$ cat config.mk
export PLATFORM = sky130hd
export DESIGN_NAME = obstacle_field
export DESIGN_NICKNAME = d
export VERILOG_FILES = /design/src/rtl/obstacle_field.sv
export SDC_FILE = /design/constraint.sdc
export NUM_CORES = 1
export LEC_CHECK = 0
export BUFFER_PORTS_ARGS = -buffer_cell sky130_fd_sc_hd__buf_2
export CELL_PAD_IN_SITES_DETAIL_PLACEMENT = 0
export CELL_PAD_IN_SITES_GLOBAL_PLACEMENT = 1
export CORE_MARGIN = 4
export CORE_UTILIZATION = 34
export CTS_CLUSTER_SIZE = 16
export DETAILED_ROUTE_END_ITERATION = 8
export PLACE_DENSITY_LB_ADDON = 0.1
export SYNTH_ARGS = -nofsm -noshare
export SYNTH_HDL_FRONTEND = slang
export SYNTH_SLANG_ARGS = --single-unit
$ cat constraint.sdc
create_clock -name i_clk -period 5 [get_ports i_clk]
set_clock_uncertainty 0.05 [all_clocks]
set_input_delay 0.25 -clock i_clk [delete_from_list [all_inputs] [get_ports i_clk]]
set_output_delay 0.25 -clock i_clk [all_outputs]
set_load 0.01 [all_outputs]
$ cat src/rtl/obstacle_field.sv
// obstacle_field: time-multiplexed position engine for N_OBJ horizontally
// scrolling obstacles. One animation strobe starts a sweep that updates one
// obstacle per clock, wrapping each around a virtual span of
// D_WIDTH + 2*H_WIDTH and pulsing o_wrap for each wrap.
//
// Optional feature macro: OBSTACLE_VBOUNCE_EN
//   defined   -> each update also moves y by 1 px, bouncing between
//                H_HEIGHT and D_HEIGHT-H_HEIGHT-1.
//   undefined -> y is fixed at its reset value (no bounce logic).
//
// Handshake: i_ani_stb is a single-cycle strobe; it starts a sweep only in
// IDLE with i_animate high. A strobe seen while busy is dropped and reported
// on o_overrun. o_busy, o_frame_done, o_wrap and o_overrun come from
// registered state, so they are stable for the whole cycle.
module obstacle_field #(
  parameter int N_OBJ    = 4,
  parameter int H_WIDTH  = 20,
  parameter int H_HEIGHT = 15,
  parameter int D_WIDTH  = 640,
  parameter int D_HEIGHT = 480,
  parameter int IP0      = 40,
  parameter int SPACING  = 170,
  parameter int IY0      = 60,
  parameter int LANE_DY  = 120,
  parameter int DIR      = 1,
  parameter int SPEED_W  = 4
) (
  input  logic                 i_clk,
  input  logic                 i_rst,
  input  logic                 i_ani_stb,
  input  logic                 i_animate,
  input  logic [SPEED_W-1:0]   i_speed,
  output logic [12*N_OBJ-1:0]  o_x1,
  output logic [12*N_OBJ-1:0]  o_x2,
  output logic [12*N_OBJ-1:0]  o_y1,
  output logic [12*N_OBJ-1:0]  o_y2,
  output logic                 o_busy,
  output logic                 o_frame_done,
  output logic [N_OBJ-1:0]     o_wrap,
  output logic                 o_overrun
);

  localparam int              X_SPAN   = D_WIDTH + 2 * H_WIDTH;
  localparam int              IDX_W    = (N_OBJ > 1) ? $clog2(N_OBJ) : 1;
  localparam logic [12:0]     X_SPAN_V = 13'(X_SPAN);
  localparam logic [IDX_W-1:0] LAST_IDX = IDX_W'(N_OBJ - 1);

  typedef enum logic [0:0] {
    ST_IDLE  = 1'b0,
    ST_SWEEP = 1'b1
  } state_t;

  // Reset position of obstacle k, folded into the wrap span.
  function automatic logic [11:0] init_p(input int k);
    return 12'((IP0 + k * SPACING) % X_SPAN);
  endfunction

  // Reset centre y of obstacle k.
  function automatic logic [11:0] init_y(input int k);
    return 12'(IY0 + k * LANE_DY);
  endfunction

  // FSM state is kept in state_q for probing alongside idx_q.
  state_t             state_q, state_d;
  logic [IDX_W-1:0]   idx_q, idx_d;
  logic [SPEED_W-1:0] spd_q, spd_d;
  logic [11:0]        p_q [N_OBJ];
  logic [11:0]        p_d [N_OBJ];
  logic [N_OBJ-1:0]   wrap_q, wrap_d;
  logic               frame_done_q, frame_done_d;
  logic               overrun_q, overrun_d;

  logic [11:0]        y_cur [N_OBJ];

  logic [11:0]        p_sel;
  logic [11:0]        p_new;
  logic               wrap_new;
  logic [12:0]        spd_ext;
  logic [12:0]        p_ext;
  logic [12:0]        sum;

  // Select the obstacle under update and compute its next position.
  always_comb begin
    p_sel    = '0;
    p_new    = '0;
    wrap_new = 1'b0;
    sum      = '0;
    for (int k = 0; k < N_OBJ; k++) begin
      if (idx_q == IDX_W'(k)) p_sel = p_q[k];
    end
    spd_ext = 13'(spd_q);
    p_ext   = {1'b0, p_sel};
    if (DIR != 0) begin
      sum = p_ext + spd_ext;
      if (sum >= X_SPAN_V) begin
        p_new    = 12'(sum - X_SPAN_V);
        wrap_new = 1'b1;
      end else begin
        p_new = sum[11:0];
      end
    end else begin
      if (p_ext < spd_ext) begin
        p_new    = 12'(p_ext + X_SPAN_V - spd_ext);
        wrap_new = 1'b1;
      end else begin
        p_new = 12'(p_ext - spd_ext);
      end
    end
  end

  // Sweep FSM next-state and pulse outputs.
  always_comb begin
    state_d      = state_q;
    idx_d        = idx_q;
    spd_d        = spd_q;
    p_d          = p_q;
    wrap_d       = '0;
    frame_done_d = 1'b0;
    overrun_d    = 1'b0;
    case (state_q)
      ST_IDLE: begin
        if (i_ani_stb && i_animate) begin
          spd_d   = i_speed;
          idx_d   = '0;
          state_d = ST_SWEEP;
        end
      end
      ST_SWEEP: begin
        // A strobe while busy is not queued; the sweep keeps its latched speed.
        if (i_ani_stb) overrun_d = 1'b1;
        for (int k = 0; k < N_OBJ; k++) begin
          if (idx_q == IDX_W'(k)) begin
            p_d[k]    = p_new;
            wrap_d[k] = wrap_new;
          end
        end
        if (idx_q == LAST_IDX) begin
          idx_d        = '0;
          state_d      = ST_IDLE;
          frame_done_d = 1'b1;
        end else begin
          idx_d = idx_q + IDX_W'(1);
        end
      end
      default: begin
        state_d = ST_IDLE;
        idx_d   = '0;
      end
    endcase
  end

  // State registers; reset wins over any sweep in flight.
  always_ff @(posedge i_clk) begin
    if (i_rst) begin
      state_q      <= ST_IDLE;
      idx_q        <= '0;
      spd_q        <= '0;
      wrap_q       <= '0;
      frame_done_q <= 1'b0;
      overrun_q    <= 1'b0;
      for (int k = 0; k < N_OBJ; k++) p_q[k] <= init_p(k);
    end else begin
      state_q      <= state_d;
      idx_q        <= idx_d;
      spd_q        <= spd_d;
      wrap_q       <= wrap_d;
      frame_done_q <= frame_done_d;
      overrun_q    <= overrun_d;
      for (int k = 0; k < N_OBJ; k++) p_q[k] <= p_d[k];
    end
  end

`ifdef OBSTACLE_VBOUNCE_EN
  localparam logic [11:0] Y_MIN = 12'(H_HEIGHT);
  localparam logic [11:0] Y_MAX = 12'(D_HEIGHT - H_HEIGHT - 1);

  logic [11:0] y_q [N_OBJ];
  logic [11:0] y_d [N_OBJ];
  logic        ydir_q [N_OBJ];
  logic        ydir_d [N_OBJ];
  logic [11:0] y_sel;
  logic        ydir_sel;
  logic        dir_eff;
  logic [11:0] y_new;
  logic        ydir_new;

  // One-pixel vertical step with direction flip on reaching a limit.
  always_comb begin
    y_sel    = '0;
    ydir_sel = 1'b0;
    for (int k = 0; k < N_OBJ; k++) begin
      if (idx_q == IDX_W'(k)) begin
        y_sel    = y_q[k];
        ydir_sel = ydir_q[k];
      end
    end
    // An obstacle already sitting on a limit always steps back inside.
    dir_eff = ydir_sel;
    if (y_sel >= Y_MAX) dir_eff = 1'b0;
    if (y_sel <= Y_MIN) dir_eff = 1'b1;
    y_new    = dir_eff ? (y_sel + 12'd1) : (y_sel - 12'd1);
    ydir_new = dir_eff;
    if (y_new >= Y_MAX) ydir_new = 1'b0;
    if (y_new <= Y_MIN) ydir_new = 1'b1;
    y_d    = y_q;
    ydir_d = ydir_q;
    if (state_q == ST_SWEEP) begin
      for (int k = 0; k < N_OBJ; k++) begin
        if (idx_q == IDX_W'(k)) begin
          y_d[k]    = y_new;
          ydir_d[k] = ydir_new;
        end
      end
    end
  end

  // Vertical state registers; even obstacles start moving down.
  always_ff @(posedge i_clk) begin
    if (i_rst) begin
      for (int k = 0; k < N_OBJ; k++) begin
        y_q[k]    <= init_y(k);
        ydir_q[k] <= ((k % 2) == 0);
      end
    end else begin
      for (int k = 0; k < N_OBJ; k++) begin
        y_q[k]    <= y_d[k];
        ydir_q[k] <= ydir_d[k];
      end
    end
  end

  // Current y is the bouncing register.
  always_comb begin
    for (int k = 0; k < N_OBJ; k++) y_cur[k] = y_q[k];
  end
`else
  // Without bounce, y is a constant per obstacle.
  always_comb begin
    for (int k = 0; k < N_OBJ; k++) y_cur[k] = init_y(k);
  end
`endif

  // Edge coordinates for every obstacle, 12-bit modulo.
  always_comb begin
    for (int k = 0; k < N_OBJ; k++) begin
      o_x1[12*k +: 12] = p_q[k] - 12'(2 * H_WIDTH);
      o_x2[12*k +: 12] = p_q[k];
      o_y1[12*k +: 12] = y_cur[k] - 12'(H_HEIGHT);
      o_y2[12*k +: 12] = y_cur[k] + 12'(H_HEIGHT);
    end
  end

  assign o_busy       = (state_q == ST_SWEEP);
  assign o_frame_done = frame_done_q;
  assign o_wrap       = wrap_q;
  assign o_overrun    = overrun_q;

endmodule
* Word level (Yosys, flattened, before mapping)
Index checks and enable logic that the tools add are counted.
Cells by class: order comparisons 1, bitwise gates (word level) 5, reduce and logical (&&, ||, !) cells 12, add/sub/neg operators 7, mux-type cells 14, equal/unequal tests 4
Operator list (number):
- 12-bit 2-to-1 mux | 5
- 12-bit by 6-bit subtractor with 12-bit output (second input constant) | 4
- 12-bit by 4-bit adder with 13-bit output | 1
- 13-bit by 10-bit >= comparator with 1-bit output (second input constant) | 1
- 3-bit OR reduction | 4
- 12-bit by 10-bit subtractor with 12-bit output (second input constant) | 1
- 2-bit AND reduction | 5
- 1-bit 2-to-1 mux | 5
- 1-bit NOT | 5
- 2-bit equality test (second input constant) | 2
- 2-bit 2-to-1 mux | 2
- 2-bit one-hot mux with 2 select lines | 1
- 2-bit by 1-bit adder with 2-bit output (second input constant) | 1
- 2-bit by 1-bit equality test with 1-bit output (second input constant) | 1
- 2-bit zero test | 1
- 2-bit != test (second input constant) | 1
- 1-bit one-hot mux with 2 select lines | 1
- 2-bit OR reduction | 1
- 1-bit logical AND | 1
Storage, ports and cells: logic and storage cells 56, output and inout bits 199, register bits after elaboration 61

* Depth between registers and ports, before layout
depth after elaboration 8, depth in mapped cells 23, mapped depth without buffers 21

* Worst setup path before layout
No wires, ideal clock.
path type reg2reg, from register idx_q[0], to register p_q (netlist bit o_x2[17]), arrival time 4.049 ns, buffers on the path 2, cell stages (with the launch flop) 21, setup slack 0.826 ns, cells stage by stage dfxtp_1 -> ha_1 -> buf_4 -> clkbuf_1 -> a21oi_1 -> nor2_1 -> a21oi_1 -> o21ai_0 -> ha_1 -> inv_1 -> fa_1 -> nor2b_1 -> o21ai_0 -> nand3_1 -> nand2_1 -> ha_1 -> nand2b_1 -> o311ai_4 -> nor2_2 -> or4b_1 -> a31oi_1
On the way: longest elaborated chain between the ends 8
Ends and longest elaborated chain:
- start, declared | line 65 | logic [IDX_W-1:0] idx_q, idx_d;
- start signal, assigned | line 164 | idx_q <= idx_d;
- 2-bit zero test | line 89 | if (idx_q == IDX_W'(k)) p_sel = p_q[k];
- 12-bit 2-to-1 mux (4 in a row) | line 89
- 12-bit by 4-bit adder with 13-bit output | line 94 | sum = p_ext + spd_ext;
- 12-bit by 10-bit subtractor with 12-bit output or 13-bit by 10-bit >= comparator with 1-bit output (tied branches) | line 96, 95
- 12-bit 2-to-1 mux | line 95 | if (sum >= X_SPAN_V) begin
- end, declared | line 67 | logic [11:0] p_q [N_OBJ];
Parallel ways exist; a longest one is shown, timed or not. A chain may end at the register's enable or synchronous reset.

* Final worst setup path
from register idx_q[1], to register p_q (netlist bit o_x2[6])
On the way: longest elaborated chain between the ends 8
Ends and longest elaborated chain (line):
- 2-bit zero test | 89, 132
- 12-bit 2-to-1 mux (4 in a row) | 89
- 12-bit by 4-bit adder with 13-bit output | 94
- 12-bit by 10-bit subtractor with 12-bit output or 13-bit by 10-bit >= comparator with 1-bit output (tied branches) | 96, 95
- 12-bit 2-to-1 mux | 95
Parallel ways exist; a longest one is shown, timed or not.

==> flow_metrics.tcl <==
set metrics [dict create \
    fin_setup_tns_ns 0 \
    rr_startpoint "idx_q[1]" \
    port_buffers 110 \
    regArea_mm2 0.00122 \
    layout-drive-gt1-share_pct 23.3 \
    yosysUniqueCellTypes 69 \
    fin_crit_ns 4.57 \
    fillCellCount 1469 \
    antenna_cells 0 \
    rsz0062_at_grt "no" \
    antenna_found_initial 0 \
    finalHoldViolCount 0 \
    startpoint_type "flip-flop" \
    fp-row-count 43 \
    ys_ff_latch 61 \
    peakVddDrop_uv 147 \
    core_area_mm2 0.0139 \
    vias 4380 \
    placed_cell_area_mm2 0.00516 \
    power_density_mw_per_mm2 280 \
    syn_inst 608 \
    final.setup.worst_slack_ns 0.425 \
    min_from "i_speed[1]" \
    initial_core_util_pct 34.8 \
    cp_data_required_time_ns 5.20 \
    r2r_cells 21 \
    cts_buffer_depth 2 \
    synth_edf_count 0 \
    ys.flop_type "dfxtp_1" \
    dpl_worst_slack_ns 0.333 \
    ant_nets 0 \
    worst_hold_path_type "input pin to flip-flop" \
    drt_iter0_drc 313 \
    worstPathArrival_ns 4.77 \
    maxSlewViolCount 0 \
    cts_tree "done" \
    p_total_mw 1.52 \
    tightest_slew_ns 0.888 \
    yosysWarnings 0 \
    max_freq_mhz 219 \
    grt-ovfl-total 0 \
    hold_end "spd_q[1]" \
    postCtsHoldBufs 0 \
    r2r-end "o_x2[6]" \
    totalWireLength_mm 15.4 \
    leakage_nw 2.52 \
    root_buffer "clkbuf_16" \
    io_pins 207 \
    synthArstFlopShare_pct 0 \
    crit_fanout 13 \
    status "finished clean" \
    dieWidth_um 127 \
    die_h_um 127 \
    setup_viol 0 \
    dp_cells 876 \
    h-tree-depth 3 \
    relSlewSlack_pct 40.8 \
    nNetsFinal 730 \
    globalplace.congestion 0.880 \
    grt_max_degree 37 \
    whs_path_depth 3 \
    post-route-period-util_pct 91.5 \
    clkLatencyLatePin_ns 0.33 \
    dr.pass1.iters 5 \
    stdcell_area_mm2 0.00544 \
    synth_area_per_cell_um2 7.97 \
    die_area_mm2 0.0162 \
    grt_pass1_vias 3884 \
    multi_input_area_mm2 0.00295 \
    path_class "flip-flop to flip-flop" \
    drc 0 \
    max_cap_violations 0 \
    dp_hpwl_mm 12.0 \
    cts_sinks 61 \
    yosysSeqAreaShare_pct 25.2 \
    endpoint_kind "flip-flop" \
    stdcell_count 892 \
    wl_per_cell_um 17.3 \
    reg2reg_slack_ns 0.43 \
    synth_area_mm2 0.00485 \
    grt_pass1_wl_mm 22.8 \
    cts_inserted_buffers 9 \
    areaGrowthSynthToFinish_pct 12.3 \
    via_per_inst 4.91 \
    path_clk_slew_ns 0.06 \
    grt_util_all_layers_pct 18.2 \
]
## layout by cell type (no fill, tap or decap), types with 5 or more instances in the layout
cell / count
buf_2: 110
conb_1: 96
dfxtp_1: 61
nor2_1: 45
nand2_1: 43
a21oi_1: 42
o21ai_0: 35
inv_1: 25
xor2_1: 22
nor3_1: 21
xnor2_1: 20
buf_4: 17
nand3_1: 12
ha_1: 11
a211oi_1: 9
clkbuf_16: 9
nor2b_1: 8
nand3b_1: 6
and2_1: 6
mux2i_1: 6
nor4_1: 5
and3_1: 5
## cell usage after synthesis (4+ instances only)
cell type / number / area [µm²]
ha_1: 13 / 163
and2_1: 6 / 37.5
inv_1: 25 / 93.8
a22o_1: 4 / 35.0
nor3b_1: 4 / 30.0
nand3_1: 12 / 60.1
a21oi_1: 42 / 210
o211ai_1: 4 / 30.0
clkbuf_1: 16 / 60.1
o21ai_0: 35 / 175
nand3b_1: 6 / 45.0
xnor2_1: 20 / 175
a211o_1: 4 / 35.0
xor2_1: 22 / 193
nor2b_1: 8 / 50.1
buf_4: 110 / 826
a211oi_1: 9 / 67.6
dfxtp_1: 61 / 1220
or4_1: 4 / 30.0
o21a_1: 4 / 30.0
mux2i_1: 6 / 60.1
nor4_1: 5 / 31.3
nand2_1: 43 / 161
nor2_1: 45 / 169
and3_1: 5 / 31.3
nor3_1: 21 / 105
nand2b_1: 4 / 25.0
## routing by layer
layer  wire, µm  vias up  part of all wire, %  global-route usage [%]
li1           -     2105                    -                       -
met1       6570     2045                   43                    24.2
met2       7360      213                   48                    29.1
met3       1240       17                  8.0                    4.56
met4        262        0                  1.7                    5.30
met5          0        -                    0                       0
## worst max-delay path by stage
stage                         from       end  slack (ns)  cells after the start
after floorplan           idx_q[0]  o_x2[17]        0.83                     20
after global placement    idx_q[0]   o_x2[6]        0.47                     18
after detailed placement  idx_q[1]   o_x2[6]        0.33                     21
after CTS                 idx_q[1]   o_x2[6]        0.29                     21
after global routing      idx_q[0]   o_x2[6]        0.03                     22
final                     idx_q[1]   o_x2[6]        0.43                     21
## final cells by class
cell class	instances	area share, %
flip-flops and latches	61	22.4
clock inverters	4	0.460
inverters	26	1.79
multi-input cells	483	54.3
clock buffers	11	4.46
well taps	180	4.14
repair buffers	127	12.5
## sequential cells by signal, indices dropped and copies added, names as in the netlist
signal,flops
o_x2,48
o_wrap,4
spd_q,4
idx_q,2
o_busy,1
o_frame_done,1
o_overrun,1
## worst max-delay path, cell delays in order, from the launching register on
cell,delay (ns)
dfxtp_1,0.39
inv_1,0.08
ha_2,0.26
nor2_1,0.13
a21oi_1,0.05
nor2_1,0.10
a21oi_1,0.05
o21ai_0,0.21
ha_1,0.23
inv_1,0.06
fa_1,0.40
nor2b_1,0.16
o21ai_0,0.23
nand3_1,0.18
nand2_1,0.10
ha_1,0.25
nand2b_1,0.19
o311ai_4,0.39
nor2_2,0.16
buf_4,0.20
or4_1,0.47
a31oi_1,0.16
## what timing repair did
action | in CTS | in global routing
buffers inserted | 0 | 1
hold endpoints to repair | 0 | 0
endpoints found under the setup margin | 0 | 4
gates resized for setup | 0 | 2
## kinds of logic after synthesis
group | share of synthesized area [%]
simple gates | 18.5
buf+inv | 21.3
other cells | 0.155
xor+xnor | 7.92
mux | 1.47
flops | 25.2
fa+ha+maj | 3.77
compound gates | 21.8
## where the power goes
group | switching [mW] | internal, mW | total, mW
combinational | 0.282 | 0.159 | 0.441
clock | 0.216 | 0.344 | 0.559
sequential | 0.0215 | 0.500 | 0.521
total | 0.519 | 1.00 | 1.52
## through the flow
stage,utilization (%),hold slack (ns)
floorplan,-,0.344
global placement,37.1,0.431
detailed placement,37.1,0.438
CTS,39.0,0.0892
global route,39.1,0.102
finish,39.1,0.0981
Note: power is estimated with default switching activity, not from simulation.
